**config.mk**
```make
export PLATFORM = sky130hd
export DESIGN_NAME = barrel_shifter_r
export DESIGN_NICKNAME = d
export VERILOG_FILES = /design/src/rtl/barrel_shifter_r.sv
export SDC_FILE = /design/constraint.sdc
export NUM_CORES = 1
export LEC_CHECK = 0
export CORE_ASPECT_RATIO = 2
export CORE_MARGIN = 2
export CORE_UTILIZATION = 40
export CTS_BUF_LIST = sky130_fd_sc_hd__clkbuf_4
export DETAILED_ROUTE_END_ITERATION = 8
export PLACE_DENSITY = 0.74
export SLEW_MARGIN = 20
export SYNTH_ARGS = -nofsm -noshare
export SYNTH_HDL_FRONTEND = slang
export SYNTH_SLANG_ARGS = --single-unit
```
**constraint.sdc**
```tcl
create_clock -name clock -period 0.8 [get_ports clock]
set_input_delay 0.16 -clock clock [delete_from_list [all_inputs] [get_ports clock]]
set_output_delay 0.16 -clock clock [all_outputs]
set_load 0.03 [all_outputs]
```
**src/rtl/barrel_shifter_r.sv**
```systemverilog
// Right barrel shifter over 2^N elements of M bits, logical or arithmetic fill.
// A log-stage combinational core feeds one registered output stage with a valid flag.
module barrel_shifter_r #(
  parameter int N = 3,
  parameter int M = 4
) (
  input  logic                      clock,
  input  logic                      reset_n,
  input  logic                      valid_in,
  input  logic [(1<<N)-1:0][M-1:0]  A,
  input  logic [N-1:0]              shamt,
  input  logic                      arithmetic,
  output logic [(1<<N)-1:0][M-1:0]  Y,
  output logic                      valid_out
);

  localparam int E = 1 << N;
  localparam int W = E * M;

  logic [W-1:0] stage_data [0:N];
  logic         fill;
  logic [W-1:0] y_reg;
  logic         valid_reg;

  // Sign fill comes from the original operand, not from intermediate stages.
  assign fill          = arithmetic & A[E-1][M-1];
  assign stage_data[0] = A;

  genvar gi;
  generate
    for (gi = 0; gi < N; gi++) begin : g_stage
      localparam int SH = (1 << gi) * M;
      assign stage_data[gi+1] = shamt[gi]
                              ? {{SH{fill}}, stage_data[gi][W-1:SH]}
                              : stage_data[gi];
    end
  endgenerate

  always_ff @(posedge clock or negedge reset_n) begin
    if (!reset_n) begin
      y_reg     <= '0;
      valid_reg <= 1'b0;
    end else begin
      valid_reg <= valid_in;
      if (valid_in) begin
        y_reg <= stage_data[N];
      end
    end
  end

  assign Y         = y_reg;
  assign valid_out = valid_reg;

endmodule

```
==> reports/metrics.cfg, run 1 <==
[detailed_routing]
drt_iter0_markers=54
via_count=2180
dr.pass1.iters=4
drt-total-wl_um=6510
avgViaCountPerCell=5.45
ant_nets=0
wl_per_cell_um=16.3
drc=0

[timing]
hold_viol_final=0
fin_ws_ns=-0.288
fmax_ghz=0.919
tightest_slew_ns=0.244
grt_setup_unrepaired=yes
slew_headroom=0.837
period_share=1.36
period_minus_slack_ns=1.09
fin_worst_skew_ns=0
setup_viol=64
drv_slew=0

[outcome]
violations=setup timing
status=complete, but fails checks

[min_path]
hold_class=in2async

[global_routing]
grt.total_usage=0.204
grt_max_degree=34
grt-ovfl-total=0
antenna_found_initial=0
grt_pass1_wl_um=9560
grt_pass1_vias=2087

[clock_network]
cts_buffer_depth=2
cts.sinks=33
clkTransAtPathRegs_ns=0.11
cts_made_buffers=5
cts_root_buf=clkbuf_4
hold_buffers=0
insertion_delay_ns=0.33
ctsHtreeMaxLevel=2
cts_tree=done

[critical_path]
crit_fanout=2
cpPeakStageDelay_ns=0.43
crit_buf_inv=1
worst_ep_required_time_ns=0.64
cp_slowest_cell=dfrtp_1
end_kind=primary output
crit_family=flip-flops
cp-start-kind=register
path_class=reg2out
crit_arrival_ns=0.93
r2r_slack_ns=-0.12
path_cells=buf_12

[finish]
drive_gt1_frac=0.573
finalInstanceArea_mm2=0.00390
n_antenna_cell=0
nets=380
multiInputGateArea_mm2=0.00138
regArea_um2=826
syn2layout_area_growth_pct=81.8
fillCellCount=327

[synth]
netlist.area_leader.share=0.385
synthDistinctLibCells=32
synth_compound_area_frac=0.160
yosysSeqAreaShare=0.385
synth_edf_count=0
synth_top_family_by_area=multiplexers
yosys_warnings=0
synthSimpleGateAreaFrac=0.107
synth_area_per_cell_um2=10.6
ys_seq_elements=33
synthMuxAreaShare=0.292
ys.flop_type=dfrtp_1
yosysTopAreaCell=dfrtp_1
synth_area_mm2=0.00215
synth_xor_xnor_area_share=0
synth_area_leaders=dfrtp_1 38%, mux4_2 24%, nor2_1 5.1%
synthAdderAreaFrac=0
synth_async_sr_flop_share=1.00
syn_nets=241
syn_inst=202

[die]
dieArea_mm2=0.00601
io_pins=72
core_mm2=0.00514
die_w_um=55.8
die_h_um=108
initial_core_util=0.418
rows=37

[placed_design]
postPlaceCellArea_mm2=0.00315
place.gp.congestion=0.816
hpwlAfterDp_um=4520
dp_slack_ns=-0.962
portBuffers=71

[flow_run]
maxCapViolations=0

[power_and_ir_drop]
total_leakage_power_nw=1.77
cellPowerDensity_mw_per_mm2=1430
peakVddDrop_mv=1.02

metrics by stage:
step                      std cells  hold WS [ns]  utilization  power, mW  TNS, ns
after global placement          352         0.472        0.612       4.00   -25.97
after detailed placement        352         0.479        0.612       4.03   -26.45
final                           400         0.165        0.760       5.60   -11.31
after CTS                       387         0.162        0.722       5.40   -10.92
after global routing            400         0.167        0.760       5.81   -12.83
after floorplan                 202        -0.136            -       3.12   -10.57
timing repair:
| action | CTS | global route |
|---|---|---|
| endpoints found under the setup margin | 65 | 65 |
| pin swaps | 42 | 29 |
| setup buffers | 26 | 20 |
| gates resized for setup | 161 | 31 |
| cloned | 1 | 0 |
kinds of logic after synthesis:
family | count (synthesis)
multiplexers | 32
buffers and inverters | 26
AO/OA/AOI/OAI | 53
AND/OR/NAND/NOR | 58
flip-flops | 33
cell usage after synthesis, drive strengths merged (2+ instances only):
cell type and instances:
and2 2, inv 8, nor2 30, mux4 23
a21o 3, a21oi 11, dfrtp 33, mux2 6
nand2 24, o311ai 3, o21ai 10, buf 7
mux2i 3, o211ai 7, a31oi 11, clkbuf 10
a211oi 2
report_power, final:
| group | internal, mW | switching (mW) |
|---|---|---|
| combinational | 1.40 | 1.20 |
| clock | 0.369 | 0.588 |
| sequential | 1.87 | 0.169 |
| total | 3.64 | 1.96 |
cell usage in the layout (no fill, tap or decap), types with 2 or more instances in the layout:
| master | count |
|---|---|
| a31oi_1 | 11 |
| clkdlybuf4s15_1 | 6 |
| o311ai_4 | 3 |
| dlygate4sd2_1 | 16 |
| mux4_2 | 23 |
| buf_12 | 12 |
| inv_2 | 2 |
| nor2_1 | 24 |
| buf_8 | 4 |
| buf_4 | 50 |
| o21ai_2 | 4 |
| a21o_1 | 3 |
| a21oi_1 | 3 |
| mux2i_1 | 3 |
| clkinv_2 | 3 |
| inv_1 | 5 |
| o211ai_1 | 7 |
| buf_6 | 48 |
| nand2_1 | 23 |
| mux2_4 | 6 |
| clkdlybuf4s15_2 | 3 |
| o21ai_1 | 5 |
| nor2_2 | 5 |
| clkbuf_2 | 2 |
| clkbuf_4 | 6 |
| a21oi_2 | 8 |
| dfrtp_1 | 33 |
| buf_2 | 6 |
cell type report:
type | count | area share
Clock buffer | 6 | 0.0115
Clock inverter | 2 | 0.00256
Inverter | 9 | 0.0122
Multi-Input combinational cell | 143 | 0.352
Sequential cell | 33 | 0.212
Tap cell | 58 | 0.0186
Timing Repair Buffer | 149 | 0.391
metal layers:
layer	GRT usage	up-vias	part of all wire
li1	-	1028	-
met1	0.224	1083	0.36
met2	0.386	60	0.58
met3	0.0252	9	0.035
met4	0.0836	0	0.018
met5	0	-	0
state kept, by name, indices dropped and copies added, names as in the netlist:
register,count
valid_out,1
Y,32
path summary, 6_finish.rpt:
| path | startpoint | end | cells past startpoint |
|---|---|---|---|
| min | reset_n | Y[5] | 2 |
| min reg2reg | Y[28] | Y[28] | 2 |
| max | Y[12] | Y[12] | 1 |
| max in group asynchronous | reset_n | Y[26] | 2 |
| min in group clock | valid_in | valid_out | 2 |
| max reg2reg | Y[15] | Y[15] | 2 |
No activity file was read; power rests on OpenSTA's default activity.
==> run 2, diff against run 1 <==
Settings changed: CORE_UTILIZATION 40 to 43, PLACE_DENSITY 0.74 to 0.79.
==> run 2 against run 1 <==
Net effect:
- the flow still finishes with violations (setup timing)
- clock power fell by 1%
- sequential share of layout area shrank 0.12 points
- die area down 6.6%
- flip-flop and latch count stayed put
- design area up 0.58%
- register-to-register slack got worse by 0.02 ns
- first-iteration DRC count grew 65%
- sequential power about the same
- via count up 7.8%
- hold slack better by 0.0034 ns
- setup slack worse by 0.011 ns
- combinational power hardly changed
- largest cell class unchanged
- largest power group unchanged
==> reports/metrics.cfg, run 2 (same netlist as run 1, synthesis figures left out) <==
[outcome]
status=complete, but fails checks  ; unchanged
violations=setup timing  ; unchanged

[global_routing]
grt_max_degree=26  ; was 34
antenna_found_initial=1  ; was 0
grt.total_usage=0.282  ; was 0.204
grt_pass1_wl_um=11500  ; was 9560 µm
grt-ovfl-total=0  ; unchanged
grt_pass1_vias=2325  ; was 2087

[placed_design]
place.gp.congestion=0.773  ; was 0.816
dp.cells=352  ; unchanged
portBuffers=71  ; unchanged
hpwlAfterDp_um=4650  ; was 4520 µm

[clock_network]
cts_buffer_depth=2  ; unchanged
cts.sinks=33  ; unchanged
hold_buffers=0  ; unchanged
clkTransAtPathRegs_ns=0.11  ; about the same
cts_tree=done  ; unchanged
cts_made_buffers=5  ; unchanged
ctsHtreeMaxLevel=2  ; unchanged
cts_root_buf=clkbuf_4  ; unchanged
insertion_delay_ns=0.33  ; about the same

[critical_path]
path_class=reg2out  ; unchanged
crit_family=flip-flops  ; unchanged
path_cells=buf_6  ; was buf_12
crit_arrival_ns=0.94  ; was 0.93 ns
worstRegToRegCells=2  ; unchanged
cp-start-kind=register  ; unchanged
worst_ep_required_time_ns=0.64  ; about the same
cpPeakStageDelay_ns=0.44  ; was 0.43 ns
crit_buf_inv=1  ; unchanged
cp_slowest_cell=dfrtp_1  ; unchanged
crit_fanout=2  ; unchanged
end_kind=primary output  ; unchanged
worst-path-stages=1  ; unchanged

[detailed_routing]
wl_per_cell_um=18.9  ; was 16.3 µm
avgViaCountPerCell=5.86  ; was 5.45
drt-total-wl_um=7580  ; was 6510 µm
drt_iter0_markers=89  ; was 54
ant_nets=0  ; unchanged
via_count=2350  ; was 2180
dr.pass1.iters=4  ; unchanged
drc=0  ; unchanged

[die]
io_pins=72  ; unchanged
initial_core_util=0.445  ; was 0.418
core_mm2=0.00482  ; was 0.00514 mm²
die_w_um=54.0  ; was 55.8 µm
dieArea_mm2=0.00561  ; was 0.00601 mm²
rows=36  ; was 37
die_h_um=104  ; was 108 µm

[power_and_ir_drop]
clkPwrFrac=0.169  ; was 0.171
seqPwrFrac=0.363  ; was 0.364
p_sw_frac=0.355  ; was 0.350
switchingPower_mw=1.99  ; was 1.96 mW
peakVddDrop_mv=1.43  ; was 1.02 mV
total_leakage_power_nw=1.78  ; was 1.77 nW
cellPowerDensity_mw_per_mm2=1430  ; about the same
pwr-share-comb=0.468  ; was 0.465
intPower_mw=3.62  ; was 3.64 mW

[min_path]
hold_class=in2reg  ; was in2async
min_path_cells=2

[timing]
fin_hold_ws_ns=0.169  ; was 0.165 ns
hold_viol_final=0  ; unchanged
fin_worst_skew_ns=0  ; unchanged
slew_headroom=0.828  ; was 0.837
period_minus_slack_ns=1.10  ; was 1.09 ns
setup_viol=65  ; was 64
tightest_slew_ns=0.256  ; was 0.244 ns
grt_setup_unrepaired=yes  ; unchanged
drv_slew=0  ; unchanged
fmax_ghz=0.910  ; was 0.919 GHz
period_share=1.37  ; was 1.36
fin_ws_ns=-0.299  ; was -0.288 ns

[flow_run]
maxCapViolations=0  ; unchanged

[finish]
syn2layout_area_growth_pct=82.9  ; was 81.8%
drive_gt1_frac=0.569  ; was 0.573
nets=381  ; was 380
layoutNonFillerInstCount=401  ; was 400
fillCellCount=254  ; was 327
utilization=0.815  ; was 0.760
largest_register_ffs=32  ; unchanged
final_cell_mix=48 x buf_6, 48 x buf_4, 33 x dfrtp_1  ; was 50 x buf_4, 48 x buf_6, 33 x dfrtp_1

==> run 2: cell types whose count changed in the layout (fill, tap and decap cells not counted), moves of 3 or more <==
cell,previous run,this run
nor2_1,24,28
nor2_2,5,1
clkdlybuf4s15_1,6,9
dlygate4sd2_1,16,12
nand2_2,1,7
nand2_1,23,17
==> run 2: what timing repair did <==
action / CTS / global route
buffers inserted: 20 / 18
cloned: 5 / 0
setup endpoints to repair: 65 / 65
pin swaps: 54 / 25
resized for setup: 180 / 15
==> run 2: worst paths after layout <==
| check | startpoint | end | slack (ns) |
|---|---|---|---|
| setup / recovery | Y[12] | Y[12] | -0.30 |
| hold / removal | valid_in | valid_out | 0.17 |
| setup reg to reg | Y[11] | Y[11] | -0.14 |
| hold reg to reg | Y[25] | Y[25] | 0.54 |
| max in group asynchronous | reset_n | Y[11] | 0.44 |
| min in group asynchronous | reset_n | Y[29] | 0.19 |
==> run 2: layout make-up <==
class                      instances  area (µm²)  area share
inverter                           9        37.5     0.00956
multi-input combinational        143        1360       0.346
timing repair buffer             150        1580       0.401
tap                               57        71.3      0.0182
antenna                            1        2.50    0.000637
clock buffer                       6        45.0      0.0115
clock inverter                     2        10.0     0.00255
sequential                        33         826       0.210
==> run 2: power groups by stage <==
stage	combinational, mW	clock, mW	sequential [mW]
after floorplan	0.709	0	2.41
after global placement	1.94	0	2.03
after detailed placement	1.98	0	2.03
after CTS	2.41	0.931	2.03
after global routing	2.78	1.02	2.05
final	2.63	0.946	2.04
==> run 2: routing by layer <==
metal	vias up	global-route usage	wire length, µm
met5	-	0	0
met4	0	0.139	448
met3	41	0.0359	321
met2	127	0.498	4390
met1	1141	0.306	2430
li1	1041	-	-
==> run 2: stage by stage <==
stage	TNS, ns	cell area, µm²	setup WS, ns	power, mW
floorplan	-10.57	2210	-0.455	3.12
global placement	-26.19	3140	-0.931	3.97
detailed placement	-27.17	3140	-0.956	4.02
CTS	-10.55	3790	-0.285	5.38
global route	-13.20	3930	-0.318	5.85
finish	-11.60	3930	-0.299	5.61
